===== config.mk =====
export PLATFORM = sky130hd
export DESIGN_NAME = seq_restoring_divider
export DESIGN_NICKNAME = d
export VERILOG_FILES = /design/src/rtl/seq_restoring_divider.sv
export SDC_FILE = /design/constraint.sdc
export NUM_CORES = 1
export LEC_CHECK = 0
export CAP_MARGIN = 25
export CORE_AREA = 5 5 71 73
export CTS_BUF_LIST = sky130_fd_sc_hd__clkbuf_4 sky130_fd_sc_hd__clkbuf_8
export DETAILED_ROUTE_END_ITERATION = 8
export DIE_AREA = 0 0 76 78
export PLACE_DENSITY = 0.85
export RECOVER_POWER = 25
export SLEW_MARGIN = 5
export SYNTH_ARGS = -nofsm -noshare
export SYNTH_HDL_FRONTEND = slang
export SYNTH_SLANG_ARGS = --single-unit

===== constraint.sdc =====
create_clock -name clk -period 5.12 [get_ports clk]
set_input_delay 1.024 -clock clk [delete_from_list [all_inputs] [get_ports clk]]
set_output_delay 1.024 -clock clk [all_outputs]
set_load 0.005 [all_outputs]

===== src/rtl/seq_restoring_divider.sv =====
// rtl/seq_restoring_divider.sv - sequential restoring divider, one quotient bit per clock
module seq_restoring_divider #(
    parameter int DIVIDEND_W = 16,
    parameter int DIVISOR_W  = 8
) (
    input  logic                  clk,
    input  logic                  rst,
    input  logic                  in_valid,
    output logic                  in_ready,
    input  logic [DIVIDEND_W-1:0] dividend,
    input  logic [DIVISOR_W-1:0]  divisor,
    output logic                  out_valid,
    input  logic                  out_ready,
    output logic [DIVIDEND_W-1:0] quotient,
    output logic [DIVISOR_W-1:0]  remainder,
    output logic                  div_zero
);

    localparam int CNT_W = (DIVIDEND_W > 1) ? $clog2(DIVIDEND_W) : 1;
    localparam logic [CNT_W-1:0] CNT_LAST = CNT_W'(DIVIDEND_W - 1);
    localparam logic [CNT_W-1:0] CNT_ONE  = CNT_W'(1);

    localparam logic [1:0] S_IDLE = 2'd0;
    localparam logic [1:0] S_BUSY = 2'd1;
    localparam logic [1:0] S_DONE = 2'd2;

    logic [1:0]            state_q, state_d;
    logic [CNT_W-1:0]      cnt_q, cnt_d;
    logic [DIVIDEND_W-1:0] dvd_q, dvd_d;
    logic [DIVISOR_W-1:0]  rem_q, rem_d;
    logic [DIVISOR_W-1:0]  dsr_q, dsr_d;
    logic                  dz_q, dz_d;

    // dvd_q shifts the dividend out of its MSB while quotient bits enter at the LSB.
    logic [DIVISOR_W:0]    r_shift;
    logic [DIVISOR_W-1:0]  r_sub;
    logic                  q_bit;

    assign r_shift = {rem_q, dvd_q[DIVIDEND_W-1]};
    assign q_bit   = (r_shift >= {1'b0, dsr_q});
    assign r_sub   = r_shift[DIVISOR_W-1:0] - dsr_q;

    always_comb begin
        state_d = state_q;
        cnt_d   = cnt_q;
        dvd_d   = dvd_q;
        rem_d   = rem_q;
        dsr_d   = dsr_q;
        dz_d    = dz_q;
        case (state_q)
            S_IDLE: begin
                if (in_valid) begin
                    dsr_d   = divisor;
                    state_d = S_BUSY;
                    if (divisor == '0) begin
                        // Divide-by-zero spends a single pass through BUSY with the result preloaded.
                        dvd_d = '1;
                        rem_d = dividend[DIVISOR_W-1:0];
                        dz_d  = 1'b1;
                        cnt_d = '0;
                    end else begin
                        dvd_d = dividend;
                        rem_d = '0;
                        dz_d  = 1'b0;
                        cnt_d = CNT_LAST;
                    end
                end
            end
            S_BUSY: begin
                if (!dz_q) begin
                    rem_d = q_bit ? r_sub : r_shift[DIVISOR_W-1:0];
                    dvd_d = {dvd_q[DIVIDEND_W-2:0], q_bit};
                end
                if (cnt_q == '0) begin
                    state_d = S_DONE;
                end else begin
                    cnt_d = cnt_q - CNT_ONE;
                end
            end
            S_DONE: begin
                if (out_ready) begin
                    state_d = S_IDLE;
                end
            end
            default: state_d = S_IDLE;
        endcase
    end

    always_ff @(posedge clk or posedge rst) begin
        if (rst) begin
            state_q <= S_IDLE;
            cnt_q   <= '0;
            dvd_q   <= '0;
            rem_q   <= '0;
            dsr_q   <= '0;
            dz_q    <= 1'b0;
        end else begin
            state_q <= state_d;
            cnt_q   <= cnt_d;
            dvd_q   <= dvd_d;
            rem_q   <= rem_d;
            dsr_q   <= dsr_d;
            dz_q    <= dz_d;
        end
    end

    assign in_ready  = (state_q == S_IDLE);
    assign out_valid = (state_q == S_DONE);
    assign quotient  = dvd_q;
    assign remainder = rem_q;
    assign div_zero  = dz_q;

endmodule


# After elaboration in Yosys (flattened, before gate mapping)
# Index checks and enable logic that the tools add are counted.
totals:
  memories: 0
  ram_bits: 0
  inputBits: 28
  mem_bits_ro: 0
  reg_bits: 39
  latchBits: 0
  wordCells: 42
classes:
  n_div: 0
  mux: 18
  n_eq_ne: 7
  n_mul: 0
  shift: 0
  n_reduce_logical: 8
  bitwise_logic: 0
  add_sub_neg: 2
  magnitude_cmp: 1
ops:
  columns: ["op", "count"]
  rows:
  - ["2-to-1 mux 16 bit", 3]
  - ["2-to-1 mux 8 bit", 4]
  - ["case mux 16 bit (2 select lines)", 1]
  - ["case mux 8 bit (2 select lines)", 1]
  - ["2-to-1 mux 4 bit", 3]
  - ["greater-or-equal comparator 9 x 8 -> 1 bit", 1]
  - ["AND reduction 3 bit", 3]
  - ["zero test 8 bit", 1]
  - ["inequality test 2 bit (second input constant)", 4]
  - ["case mux 4 bit (2 select lines)", 1]
  - ["subtractor 8 bit", 1]
  - ["2-to-1 mux 2 bit", 3]
  - ["case mux 2 bit (3 select lines)", 1]
  - ["zero test 4 bit", 1]
  - ["subtractor 4 x 1 -> 4 bit (second input constant)", 1]
  - ["== test 2 x 1 -> 1 bit (second input constant)", 1]
  - ["== test 2 bit (second input constant)", 1]
  - ["zero test 2 bit", 1]
  - ["inequality test 2 x 1 -> 1 bit (second input constant)", 1]
  - ["AND reduction 2 bit", 1]
  - ["nonzero test 2 bit", 1]
  - ["2-to-1 mux 1 bit", 1]

# Longest topological paths before layout
depth:
  depth_word: 4
  mapped_depth: 9

# Least setup slack after synthesis
# Ideal clock, no wire load.
synth_path:
  kind: "input-to-reg"
  start: "in divisor[0]"
  end: "reg cnt_q[0]"
  arrival_time_ns: 1.969
  setup_slack_ns: 3.026
  setup_time_ns: 0.125
  path_buffers: 1
  path_stages: 6
  cell_sequence: "nor4_1 -> nand2_1 -> nor2_1 -> buf_2 -> a21oi_1 -> mux2_2"
synth_via:
  elab_chain_len: 4
synth_rtl:
  columns: ["element", "line", "source"]
  rows:
  - ["from (decl)", "11", "input logic [DIVISOR_W-1:0] divisor,"]
  - ["zero test 8 bit", "55", "if (divisor == '0) begin"]
  - ["2-to-1 mux 4 bit", "55", null]
  - ["2-to-1 mux 4 bit", "52", "if (in_valid) begin"]
  - ["case mux 4 bit (2 select lines)", "50", "case (state_q)"]
  - ["to (signal assigned)", "99", "cnt_q <= cnt_d;"]
  - ["to (decl)", "28", "logic [CNT_W-1:0] cnt_q, cnt_d;"]
# No other way between the ends. The select of a mux whose other input is x is not followed.
# A chain may end at the register's enable or synchronous reset.

==> results.sh <==
export IMPL_status="complete, but fails checks"
export IMPL_violations="capacitance limit, slew limit"
export IMPL_hold_buffers=0
export IMPL_num_vias=2026
export IMPL_drtAntennaViolNets=0
export IMPL_globalplace_congestion=0.8346
export IMPL_slowest_delay_ns=1.48
export IMPL_p_seq_frac=0.272
export IMPL_drive_above_1_share=0.1027
export IMPL_die_y_microns=78
export IMPL_worstHoldEndpoint="quotient[14]"
export IMPL_routed_via_density=5.890
export IMPL_ys_flop_type="dfrtp_1"
export IMPL_leakagePower_nw=1.220
export IMPL_fp_coreArea_sq_mm=0.004294
export IMPL_combPwrFrac=0.628
export IMPL_hold_depth=2
export IMPL_critPathLaunchType="input pin"
export IMPL_r2r_end="remainder[7]"
export IMPL_numPortBuffers=54
export IMPL_die_x_microns=76
export IMPL_cts_resized=0
export IMPL_clock_fmax_mhz=321.4
export IMPL_yosys_area_top_type="dfrtp_1"
export IMPL_antenna_diode_count=0
export IMPL_wire_per_inst_microns=16.71
export IMPL_grt_overflow_total=0
export IMPL_syn_area_sq_mm=0.002253
export IMPL_finalSetupViolations=0
export IMPL_clock_latency_ns=0.30
export IMPL_antenna_found_initial=0
export IMPL_synth_area_leaders="dfrtp_1 43%, o21ai_0 5.8%, ha_1 5.0%, o22ai_1 5.0%, mux2_2 4.5%"
export IMPL_cts_tree="yes"
export IMPL_grt_pass1_vias=1949
export IMPL_cts_setup_buffers=0
export IMPL_io_pins=55
export IMPL_cp_startpoint="rst"
export IMPL_reg2reg_depth=7
export IMPL_path_cells="dlygate4sd3_1, inv_1, clkbuf_1"
export IMPL_power_density_mw_per_mm2=755.3
export IMPL_dieArea_sq_mm=0.005928
export IMPL_synthesis_nets=278
export IMPL_cts_max_level=2
export IMPL_maxSlewViolCount=40
export IMPL_worst_path_buf_inv=3
export IMPL_grt_pass1_wl_microns=9377
export IMPL_start_util=0.5248
export IMPL_p_sw_frac=0.4192
export IMPL_crit_required_ns=5.11
export IMPL_area_delta_synth_final_pct=30.48
export IMPL_dpl_hpwl_microns=4032
export IMPL_syn_area_per_cell_sq_um=9.389
export IMPL_nNetsFinal=329
export IMPL_rsz0062_at_grt="no"
export IMPL_synth_cell_types=47
export IMPL_drc_errors=0
export IMPL_worst_slew_pin_transition_ns=2.081
export IMPL_period_share=0.6076
export IMPL_cts_sinks=39
export IMPL_drt_total_wl_microns=5748
export IMPL_pwr_share_clk=0.101
export IMPL_crit_fanout=39
export IMPL_synth_warnings=0
export IMPL_cts_made_buffers=5
export IMPL_cts_buffer_depth=2
export IMPL_critPathArrivalTime_ns=3.10
export IMPL_cpLargestDelayFamily="buffers and inverters"
export IMPL_seq_area_frac_synth=0.4331
export IMPL_finalClockSkew_ns=0.006733
export IMPL_finalHoldViolations=0
export IMPL_maxSlewHeadroom=-0.3874
export IMPL_fin_crit_ns=3.111
export IMPL_switching_power_mw=0.9310
export IMPL_cts_root_buf="clkbuf_8"
export IMPL_dr_pass1_iters=4
export IMPL_internal_power_mw=1.290
export IMPL_syn_inst=240
export IMPL_hold_class="reg -> reg"
export IMPL_cap_violations=1
export IMPL_end_kind="asynchronous set/reset pin"
export IMPL_path_class="in -> async"
export IMPL_clkTransAtPathRegs_ns=0.08
export IMPL_row_count=24
export IMPL_r2r_start="remainder[5]"
export IMPL_ir_worst_vdd_uv=341.9
export IMPL_setup_tns_final_ns=0
export IMPL_rrSetupSlack_ns=2.77
export IMPL_yosysTopAreaCellShare=0.4331
export IMPL_crit_slowest_cell="clkbuf_1"
export IMPL_synth_seq_cells=39
export IMPL_holdWs_ns=0.5082
export IMPL_synth_edf_count=0
export IMPL_grt_usage=0.1920
export IMPL_grt_max_degree=40
export IMPL_hold_path_startpoint="quotient[14]"
export IMPL_drt_iter0_drc=219
export IMPL_async_reset_ff_frac=1.000
routing by layer:
metal / vias up / GRT usage / routed length [microns]
met2: 60 / 0.3116 / 2806
li1: 985 / - / -
met1: 972 / 0.2411 / 2493
met3: 9 / 0.05093 / 326
met4: 0 / 0.08185 / 122
met5: - / 0 / 0
power groups by stage:
stage,Clock (mW),Sequential (mW),Combinational [mW]
2_1_floorplan,0,0.585,0.952
3_3_place_gp,0,0.604,1.29
5_1_grt,0.240,0.622,1.54
6_report,0.224,0.603,1.39
4_1_cts,0.228,0.602,1.35
3_5_place_dp,0,0.608,1.34
stage by stage:
stage	cells	instance area [sq um]	power, mW	util	setup WS [ns]
floorplan	240	2253	1.538	-	3.026
global placement	334	2803	1.898	0.6527	2.064
detailed placement	334	2803	1.947	0.6527	1.941
CTS	342	2902	2.179	0.6757	2.242
global route	344	2940	2.400	0.6847	1.511
finish	344	2940	2.221	0.6847	2.009
area by class of cell:
| class | instances | area [sq um] |
|---|---|---|
| repair buffers | 57 | 586.8 |
| fillers | 359 | 1354 |
| clock inverters | 2 | 16.27 |
| inverters | 15 | 56.30 |
| well taps | 52 | 65.06 |
| clock buffers | 6 | 82.58 |
| flip-flops and latches | 39 | 975.9 |
| multi-input cells | 173 | 1157 |
sequential cells by signal (all words and copies together) (netlist names):
| signal | count |
|---|---|
| cnt_q | 4 |
| div_zero | 1 |
| dsr_q | 8 |
| quotient | 16 |
| remainder | 8 |
| state_q | 2 |
cell usage in the layout (no fill, tap or decap), drive strengths merged, types with 9 or more instances in the layout:
master	instances
mux2	10
a21oi	15
ha	9
o21ai	29
inv	15
nor2	16
dfrtp	39
o22ai	19
clkdlybuf4s50	53
nand2	24
synth_stat cells (2+ instances only):
cell type  count
dfrtp_1       39
o211ai_1       4
nand2_1       24
a21oi_2        2
a21oi_1       12
xnor2_1        4
a2bb2oi_1      2
o21ai_2        2
nor3_1         2
clkbuf_1       5
a31o_2         2
nor3b_1        2
o21ai_0       26
nor2b_1        3
inv_1         15
nand2b_1       6
nor4_1         2
o221ai_1       3
ha_1           9
buf_2          6
a21o_1         2
nand3_1        3
nor2_1        16
mux2_2         9
o22ai_1       18
worst reg2reg max path: stages (launching register included):
cell and delay (ns):
dfrtp_1 0.45, ha_1 0.41, nand2_1 0.12, nor2_1 0.10, nand2_1 0.07, o21ai_2 0.56
nor4b_1 0.38, o22ai_1 0.14
cells by family after synthesis:
family	synth area share
and+or+nand+nor	0.1288
AOI/OAI and AO/OA	0.2549
xor gates and xnor gates	0.01943
DFF	0.4331
adders and majority gates	0.05886
muxes	0.05164
buffers and inverters	0.05330
worst max path at each step:
stage / endpoint / slack (ns) / cells past startpoint
3_3_place_gp: remainder[6] / 2.06 / 7
4_1_cts: remainder[1] / 2.24 / 7
6_report: dsr_q[5] / 2.01 / 3
2_1_floorplan: cnt_q[0] / 3.03 / 6
3_5_place_dp: remainder[1] / 1.94 / 7
5_1_grt: dsr_q[5] / 1.51 / 3
(Power assumes the default switching activity.)
